### config.mk
export PLATFORM = sky130hd
export DESIGN_NAME = store_ctrl
export DESIGN_NICKNAME = d
export VERILOG_FILES = /design/src/rtl/store_pkg.sv /design/src/rtl/store_ctrl_lane_fmt.sv /design/src/rtl/store_ctrl.sv
export SDC_FILE = /design/constraint.sdc
export NUM_CORES = 1
export LEC_CHECK = 0
export CAP_MARGIN = 20
export CORE_ASPECT_RATIO = 0.6
export CORE_MARGIN = 2
export CORE_UTILIZATION = 45
export DETAILED_ROUTE_END_ITERATION = 6
export GPL_TIMING_DRIVEN = 0
export PLACE_DENSITY = 0.62
export RECOVER_POWER = 25
export SLEW_MARGIN = 30
export SYNTH_ARGS = -nofsm -noshare
export SYNTH_HDL_FRONTEND = slang
export SYNTH_HIERARCHICAL = 1
export SYNTH_SLANG_ARGS = --single-unit
### constraint.sdc
create_clock -name clk -period 3.4 [get_ports clk]
set_input_delay 0.68 -clock clk [delete_from_list [all_inputs] [get_ports clk]]
set_output_delay 0.68 -clock clk [all_outputs]
set_load 0.02 [all_outputs]
### src/rtl/store_pkg.sv
// store_pkg: shared types for the store path (size encoding, buffered
// entry layout, drain FSM states) plus a small alignment helper.
package store_pkg;

  // Store data path is fixed at one 32-bit word with four byte lanes.
  localparam int ST_DW     = 32;
  localparam int ST_STRB_W = ST_DW / 8;

  // Address width carried by a buffered entry; store_ctrl's AW must match it.
  localparam int ST_ENTRY_AW = 32;

  // Store size encoding, shared with the control unit's decode of funct3.
  typedef enum logic [1:0] {
    SZ_W   = 2'b00,
    SZ_H   = 2'b01,
    SZ_B   = 2'b10,
    SZ_ILL = 2'b11
  } st_size_e;

  // Drain sequencer: either waiting for work or presenting a write.
  typedef enum logic {
    DR_IDLE = 1'b0,
    DR_REQ  = 1'b1
  } drain_state_e;

  // One buffered store, already word-aligned and lane-formatted.
  typedef struct packed {
    logic [ST_ENTRY_AW-1:0] addr;
    logic [ST_DW-1:0]       wdata;
    logic [ST_STRB_W-1:0]   strb;
  } st_entry_t;

  // True when a store of this size may start at byte offset off.
  function automatic logic size_aligned(input st_size_e size, input logic [1:0] off);
    case (size)
      SZ_W:    return off == 2'b00;
      SZ_H:    return off[0] == 1'b0;
      SZ_B:    return 1'b1;
      default: return 1'b0;
    endcase
  endfunction

endpackage

### src/rtl/store_ctrl_lane_fmt.sv
// st_lane_fmt: purely combinational front end of the store path. Checks
// that the request is legal and naturally aligned, then replicates the
// low-justified rs2 data across the byte lanes and builds the strobes.
module st_lane_fmt
  import store_pkg::*;
#(
  parameter int AW = 32
) (
  input  logic [AW-1:0]    addr,
  input  logic [ST_DW-1:0] data,
  input  st_size_e         size,
  output logic             ok,
  output st_entry_t        entry
);

  logic [1:0] off;

  assign off = addr[1:0];

  // Alignment verdict plus lane replication; the strobe is shifted to the byte offset.
  always_comb begin
    ok         = size_aligned(size, off);
    entry      = '0;
    entry.addr = addr & ~AW'(3);
    case (size)
      SZ_W: begin
        entry.wdata = data;
        entry.strb  = 4'b1111;
      end
      SZ_H: begin
        entry.wdata = {2{data[15:0]}};
        entry.strb  = 4'b0011 << off;
      end
      SZ_B: begin
        entry.wdata = {4{data[7:0]}};
        entry.strb  = 4'b0001 << off;
      end
      default: begin
        entry.wdata = '0;
        entry.strb  = '0;
      end
    endcase
  end

endmodule

### src/rtl/store_ctrl.sv
// store_ctrl: store buffer between execute and data memory. Accepted stores
// are formatted, queued in order, and drained one at a time over a
// valid/ready write port. The entry being written stays in the buffer until
// memory takes it, so the load-hazard compare also covers the in-flight write.
module store_ctrl
  import store_pkg::*;
#(
  parameter int DEPTH = 4,
  parameter int AW    = 32,
  parameter int DW    = 32
) (
  input  logic          clk,
  input  logic          rst_n,

  input  logic          st_valid,
  input  logic [AW-1:0] st_addr,
  input  logic [DW-1:0] st_data,
  input  logic [1:0]    st_size,
  output logic          st_stall,
  output logic          st_misalign,

  input  logic [AW-1:0] ld_addr,
  input  logic          ld_valid,
  output logic          ld_hazard,

  output logic          mem_req,
  output logic [AW-1:0] mem_addr,
  output logic [DW-1:0] mem_wdata,
  output logic [3:0]    mem_wstrb,
  input  logic          mem_ready,

  output logic          empty
);

  localparam int PW = (DEPTH > 1) ? $clog2(DEPTH) : 1;
  localparam int CW = PW + 1;

  st_entry_t     fifo [DEPTH];
  logic [PW-1:0] wr_ptr;
  logic [PW-1:0] rd_ptr;
  logic [PW-1:0] rd_ptr_nx;
  logic [CW-1:0] count;

  logic          fmt_ok;
  st_entry_t     fmt_entry;

  logic          accept;
  logic          push;
  logic          pop;

  drain_state_e  state_q;
  drain_state_e  state_d;
  logic          req_d;
  logic          load_head;
  st_entry_t     head_d;

  st_lane_fmt #(
    .AW (AW)
  ) u_fmt (
    .addr  (st_addr),
    .data  (st_data),
    .size  (st_size_e'(st_size)),
    .ok    (fmt_ok),
    .entry (fmt_entry)
  );

  // A write completing this cycle frees its slot, so a full buffer can still accept.
  assign pop       = mem_req && mem_ready;
  assign st_stall  = (count == CW'(DEPTH)) && !pop;
  assign accept    = st_valid && !st_stall;
  assign push      = accept && fmt_ok;
  assign rd_ptr_nx = rd_ptr + 1'b1;
  assign empty     = (count == '0) && !mem_req;

  // Buffer storage: the formatted request lands at the tail when enqueued.
  always_ff @(posedge clk) begin
    if (push) begin
      fifo[wr_ptr] <= fmt_entry;
    end
  end

  // Tail/head pointers and occupancy; simultaneous push and pop leave count alone.
  always_ff @(posedge clk or negedge rst_n) begin
    if (!rst_n) begin
      wr_ptr <= '0;
      rd_ptr <= '0;
      count  <= '0;
    end else begin
      if (push) begin
        wr_ptr <= wr_ptr + 1'b1;
      end
      if (pop) begin
        rd_ptr <= rd_ptr_nx;
      end
      case ({push, pop})
        2'b10:   count <= count + 1'b1;
        2'b01:   count <= count - 1'b1;
        default: count <= count;
      endcase
    end
  end

  // Dropped requests are reported one cycle after the attempt.
  always_ff @(posedge clk or negedge rst_n) begin
    if (!rst_n) begin
      st_misalign <= 1'b0;
    end else begin
      st_misalign <= accept && !fmt_ok;
    end
  end

  // Drain next-state: pick the entry to present next and whether to keep requesting.
  always_comb begin
    state_d   = state_q;
    req_d     = mem_req;
    load_head = 1'b0;
    head_d    = fifo[rd_ptr];
    case (state_q)
      DR_IDLE: begin
        if (count != '0) begin
          load_head = 1'b1;
          req_d     = 1'b1;
          state_d   = DR_REQ;
        end
      end
      DR_REQ: begin
        if (mem_ready) begin
          if (count > CW'(1)) begin
            load_head = 1'b1;
            head_d    = fifo[rd_ptr_nx];
          end else if (push) begin
            // Only the store arriving right now remains; it is not in the array yet.
            load_head = 1'b1;
            head_d    = fmt_entry;
          end else begin
            req_d   = 1'b0;
            state_d = DR_IDLE;
          end
        end
      end
      default: begin
        req_d   = 1'b0;
        state_d = DR_IDLE;
      end
    endcase
  end

  // Drain registers: the write port holds its values steady until memory accepts.
  always_ff @(posedge clk or negedge rst_n) begin
    if (!rst_n) begin
      state_q   <= DR_IDLE;
      mem_req   <= 1'b0;
      mem_addr  <= '0;
      mem_wdata <= '0;
      mem_wstrb <= '0;
    end else begin
      state_q <= state_d;
      mem_req <= req_d;
      if (load_head) begin
        mem_addr  <= head_d.addr;
        mem_wdata <= head_d.wdata;
        mem_wstrb <= head_d.strb;
      end
    end
  end

  // Conservative word-granular hazard: any occupied slot on the load's word blocks it.
  always_comb begin
    ld_hazard = 1'b0;
    for (int i = 0; i < DEPTH; i++) begin
      if (ld_valid &&
          (CW'(PW'(PW'(i) - rd_ptr)) < count) &&
          (fifo[i].addr == (ld_addr & ~AW'(3)))) begin
        ld_hazard = 1'b1;
      end
    end
  end

endmodule

# == Word level (Yosys, flattened, before mapping) ==
# Memory sizes are Yosys's and may differ from the RTL's.
# Cells that the tools add are included.
# Widths: inputs -> output; s select.
# classes
add_sub_neg,8
n_lt_le_gt_ge,5
n_eq_ne,13
shift,2
n_mux,24
bitwise,2
n_reduce_logical,24
# op_table
op,count
$mux 68,4
$eq 32x32->1,4
$pmux 36 s3,1
$logic_and 1x1->1,14
$mux 1,14
$lt 2x3->1,4
$ne 2x2->1 const B,4
$pmux 1 s2,3
$pmux 3 s2,1
$add 2x1->2 const B,2
$eq 2x1->1 const B,2
$eq 2x2->1 const B,2
$logic_not 1->1,4
$logic_not 2->1,2
$reduce_and 4->1,1
$shl 1x2->4 const A,1
$shl 2x2->4 const A,1
$sub 1x2->2 const A,2
$sub 2x2->2 const A,2
$add 3x1->3 const B,1
$eq 3x3->1 const B,1
$gt 3x1->1 const B,1
$logic_not 3->1,1
$pmux 1 s3,1
4 further kinds,5
# totals
regBits,78
mem_bits_rw,264
in_bits,103
output_inout_bits,73
wordCells,88
memories,1
# mem_list
memory,words,width,rd,rd_clocked_by_memory_dff,wr,line,text
fifo,4,66,6,0,1,store_ctrl.sv:38,st_entry_t fifo [DEPTH];

# == Depth between registers and ports, before layout ==
# depth
word_depth,10
mapped_depth,10
ltp_nobuf,9

# == Cells and area by module ==
# Netlist, hierarchy kept.
# modules_own_cells
mod,instances,cells_each,area_per_inst_um2
store_ctrl,1,992,17060.1
st_lane_fmt,1,122,945.9

# == Worst setup path after synthesis ==
# Ideal clock, no wire load.
# synth_path
path_type,input -> register
start,in st_size[0]
end,"mem fifo[0][0] (netlist bit), enable pin"
setup_ns,0.434
arrival_time_ns,3.002
required_ns,2.966
slack_ns,-0.035
path_stages,5
path_buffers,1
path_cell_list,buf_4 -> nand2_1 -> o21a_1 -> o211a_4 -> and2_1
# synth_via
elab_chain_len,5
# synth_rtl
element,line,text
"start, declared",store_ctrl.sv:18,"input logic [1:0] st_size,"
$eq 2x2->1 (tied with other cells),store_pkg.sv:35,case (size)
$pmux 1 s3 (*),store_pkg.sv:35,
via fmt_ok,store_ctrl.sv:44,logic fmt_ok;
$logic_and 1x1->1 (*),store_ctrl.sv:71,assign push = accept && fmt_ok;
$mux 1 (*),store_ctrl.sv:77,if (push) begin
$mux 1 (not written as such) (*),store_ctrl.sv:78,fifo[wr_ptr] <= fmt_entry;
"end, declared",store_ctrl.sv:38,
# The timed path passes the listed nets; every way through them passes the cells marked *.

# == Worst setup path in the final report ==
# layout_path
start,in ld_addr[14]
end,out ld_hazard
# layout_via
elab_chain_len,6
# layout_rtl
element,line,text
"start, declared",store_ctrl.sv:22,"input logic [AW-1:0] ld_addr,"
$eq 32x32->1,store_ctrl.sv:173,(fifo[i].addr == (ld_addr & ~AW'(3)))) begin
$logic_and 1x1->1,store_ctrl.sv:172,(CW'(PW'(PW'(i) - rd_ptr)) < count) &&
$mux 1 (3 in series),store_ctrl.sv:171,if (ld_valid &&
$mux 1 (*),store_ctrl.sv:171,
"end, declared",store_ctrl.sv:24,"output logic ld_hazard,"
# Mark *: on every way between the ends. The rest lies on a longest branch, timed or not.

==> results.json <==
{
  "yosysSeqAreaShare_pct": 56.2,
  "cp.required_ns": 2.72,
  "numCtsBuffers": 37,
  "period_minus_slack_ns": 3.40,
  "finalSetupViolCount": 0,
  "critical-path-top-delay-family": "simple AND/OR/NAND/NOR gates",
  "crit_path_start_kind": "primary input",
  "p_per_area_mw_per_mm2": 853,
  "synth_area_mm2": 0.0180,
  "placed_cell_area_mm2": 0.0203,
  "cts-root-buf": "clkbuf_16",
  "area_growth_syn_to_layout_pct": 19.6,
  "wirelength_um": 54700,
  "mostFrequentLayoutCells": "272 x edfxtp_1, 135 x mux4_2, 121 x clkdlybuf4s50_1",
  "synthCells": 1114,
  "drive_gt1_share_pct": 24.5,
  "drc": 0,
  "cts_tree": "built",
  "dpl.hpwl_um": 38700,
  "cts.clk_slew.worst_paths_ns": 0.06,
  "arrival_ns": 2.72,
  "place_ws_ns": -0.944,
  "synthTopCellsByArea": "edfxtp_1 45%, mux4_2 17%, dfrtp_1 11%, xor2_1 4.9%, mux2i_1 4.7%",
  "fillers": 3192,
  "wl_per_cell_um": 29.5,
  "core_mm2": 0.0392,
  "clock_latency_ns": 0.53,
  "seqCellArea_mm2": 0.0101,
  "grt_pass1_wl_um": 79800,
  "avgSynthCellArea_um2": 16.2,
  "fin_nets": 1418,
  "path_class": "in2out",
  "multi_input_area_mm2": 0.00733,
  "critPathMaxFanout": 4,
  "ioPinCount": 176,
  "dieArea_mm2": 0.0417,
  "end_kind": "output port",
  "slew_headroom_pct": -88.3,
  "synth_top_area_share_pct": 45.4,
  "worst_pin_slew_ns": 2.82,
  "dieHeight_um": 159,
  "critPathSlowestCell": "nor4_4",
  "worstHoldPathType": "in2reg",
  "rows": 56,
  "crit_chain": "dlygate4sd2_1 > xor2_1 > nor4_4 > nand4_1 > nor4_2 > o41a_1 > buf_4",
  "max_stage_delay_ns": 0.49,
  "period_share_pct": 100,
  "fin_total_pwr_w": 0.0184,
  "final_hold_viol_count": 0,
  "worstPathBufferInverterCount": 2,
  "drt_first_iter_violations": 1248,
  "fin_skew_ns": 0.0217,
  "viasPerCell": 6.18,
  "final_core_util_pct": 54.9,
  "place.gp.congestion": 0.946,
  "grt.total_usage_pct": 26.1,
  "h-tree-depth": 2,
  "final_design_area_no_fill_mm2": 0.0215,
  "setup_ws_ns": 0.0000184,
  "synthFlopType": "edfxtp_1",
  "layout_commonest_cell": "edfxtp_1",
  "yosysTopAreaCell": "edfxtp_1",
  "drv_slew": 40,
  "violations": "max-capacitance violations, max-slew violations",
  "synth_seq_cells": 350,
  "route.vias.total": 11400,
  "leakagePower_nw": 7.53,
  "firstDrtPassIters": 5,
  "synth_edf_count": 272,
  "die_x_um": 262,
  "fmax_ghz": 0.294,
  "io_buffers": 140,
  "maxCapViolCount": 1,
  "overflow": 0,
  "status": "finished, violations left",
  "clock-sinks": 350,
  "clock_path_buffers": 3,
  "antenna_left": 0,
  "yosysWarnings": 6,
  "grt_pass1_vias": 11600,
  "ir_worst_vdd_v": 0.000427,
  "async_reset_ff_share_pct": 22.3,
  "grt_max_degree": 41,
  "antenna_found_initial": 4,
  "start_util_pct": 45.9,
  "cts.hold.buffers_added": 0,
  "synthDistinctLibCells": 46
}
-- registers in the layout, indices dropped and copies added (netlist names) --
name and flops:
mem_addr 32, count 3, mem_req 1, wr_ptr 2
fifo 272, mem_wdata 32, st_misalign 1, mem_wstrb 4
rd_ptr 2, state_q 1
-- synth_stat cells (2+ instances only) --
cell	count
mux2i_1	85
mux4_2	135
and2_1	12
ha_1	13
nor4_1	28
nand2_4	8
o22ai_1	69
a21oi_1	6
a22oi_1	68
nor3_1	4
o21ai_2	24
xnor2_1	27
nor2_1	9
nor2_4	2
buf_4	35
nand4_1	12
inv_1	17
dfrtp_1	78
nand2b_1	2
nand3_1	3
xor2_1	101
edfxtp_1	272
buf_2	36
o21a_1	2
o21ai_0	2
inv_2	3
buf_6	17
nand2_1	10
clkbuf_1	17
-- per-stage QoR --
step	std cells	hold WS [ns]	setup TNS, ns
final	1852	0.463	0
after global routing	1851	0.478	-0.0237
after CTS	1851	0.110	0
after detailed placement	1786	0.535	-17.01
after global placement	1777	0.519	-443.43
after floorplan	1115	0.384	0
-- report_power, final --
group | internal [W] | total, W | switching [W]
logic | 0.00392 | 0.00838 | 0.00446
registers | 0.00553 | 0.00608 | 0.000556
clock network | 0.00224 | 0.00391 | 0.00167
total | 0.0117 | 0.0184 | 0.00669
-- cells by family (layout without fill, tap and decap cells) --
logic type	after synthesis	in the layout	share of synthesized area [%]
xor gates and xnor gates	128	128	6.23
other	1	4	0.0208
AOI/OAI and AO/OA	177	177	7.08
buffers and inverters	128	341	4.45
adders and majority gates	14	14	0.959
muxes	221	221	21.8
DFF	350	350	56.2
and+or+nand+nor	95	95	3.30
-- layer usage --
metal	vias up	global-route usage (%)	part of all wire, %
li1	4838	-	-
met1	5957	39.9	44
met2	574	37.1	43
met3	64	7.42	11
met4	4	5.19	1.5
met5	-	0	0.049
-- cell type report --
type | count | share of cell area (%)
Antenna cell | 2 | 0.0232
Buffer | 106 | 2.85
Sequential cell | 350 | 47.0
Clock buffer | 51 | 4.73
Clock inverter | 14 | 0.540
Multi-Input combinational cell | 637 | 34.0
Tap cell | 522 | 3.03
Inverter | 20 | 0.348
Timing Repair Buffer | 150 | 7.48
-- worst reg2reg max path, delay by kind of cell (launching register included) --
family	cells	cell delay [ns]
buffers and inverters	3	0.84
DFF	1	0.52
and+or+nand+nor	3	0.51
AOI/OAI and AO/OA	2	0.41
adders and majority gates	1	0.24
-- timing repair --
action | 4_1_cts | 5_1_grt
buffers inserted | 1 | 0
pin swaps | 7 | 13
setup endpoints to repair | 1 | 1
resized for setup | 34 | 27
-- final timing paths --
kind	from	to	slack, ns	cells after the start
worst max-delay path	ld_addr[14]	ld_hazard	0.00002	7
worst min-delay path	st_addr[18]	fifo[2][54]	0.46	1
worst max register to register	count[0]	mem_addr[13]	0.70	9
worst min register to register	state_q	state_q	0.56	1
max in group asynchronous	rst_n	mem_wdata[11]	0.72	1
min in group asynchronous	rst_n	mem_addr[12]	1.07	1
Note: power is estimated with default switching activity, not from simulation.
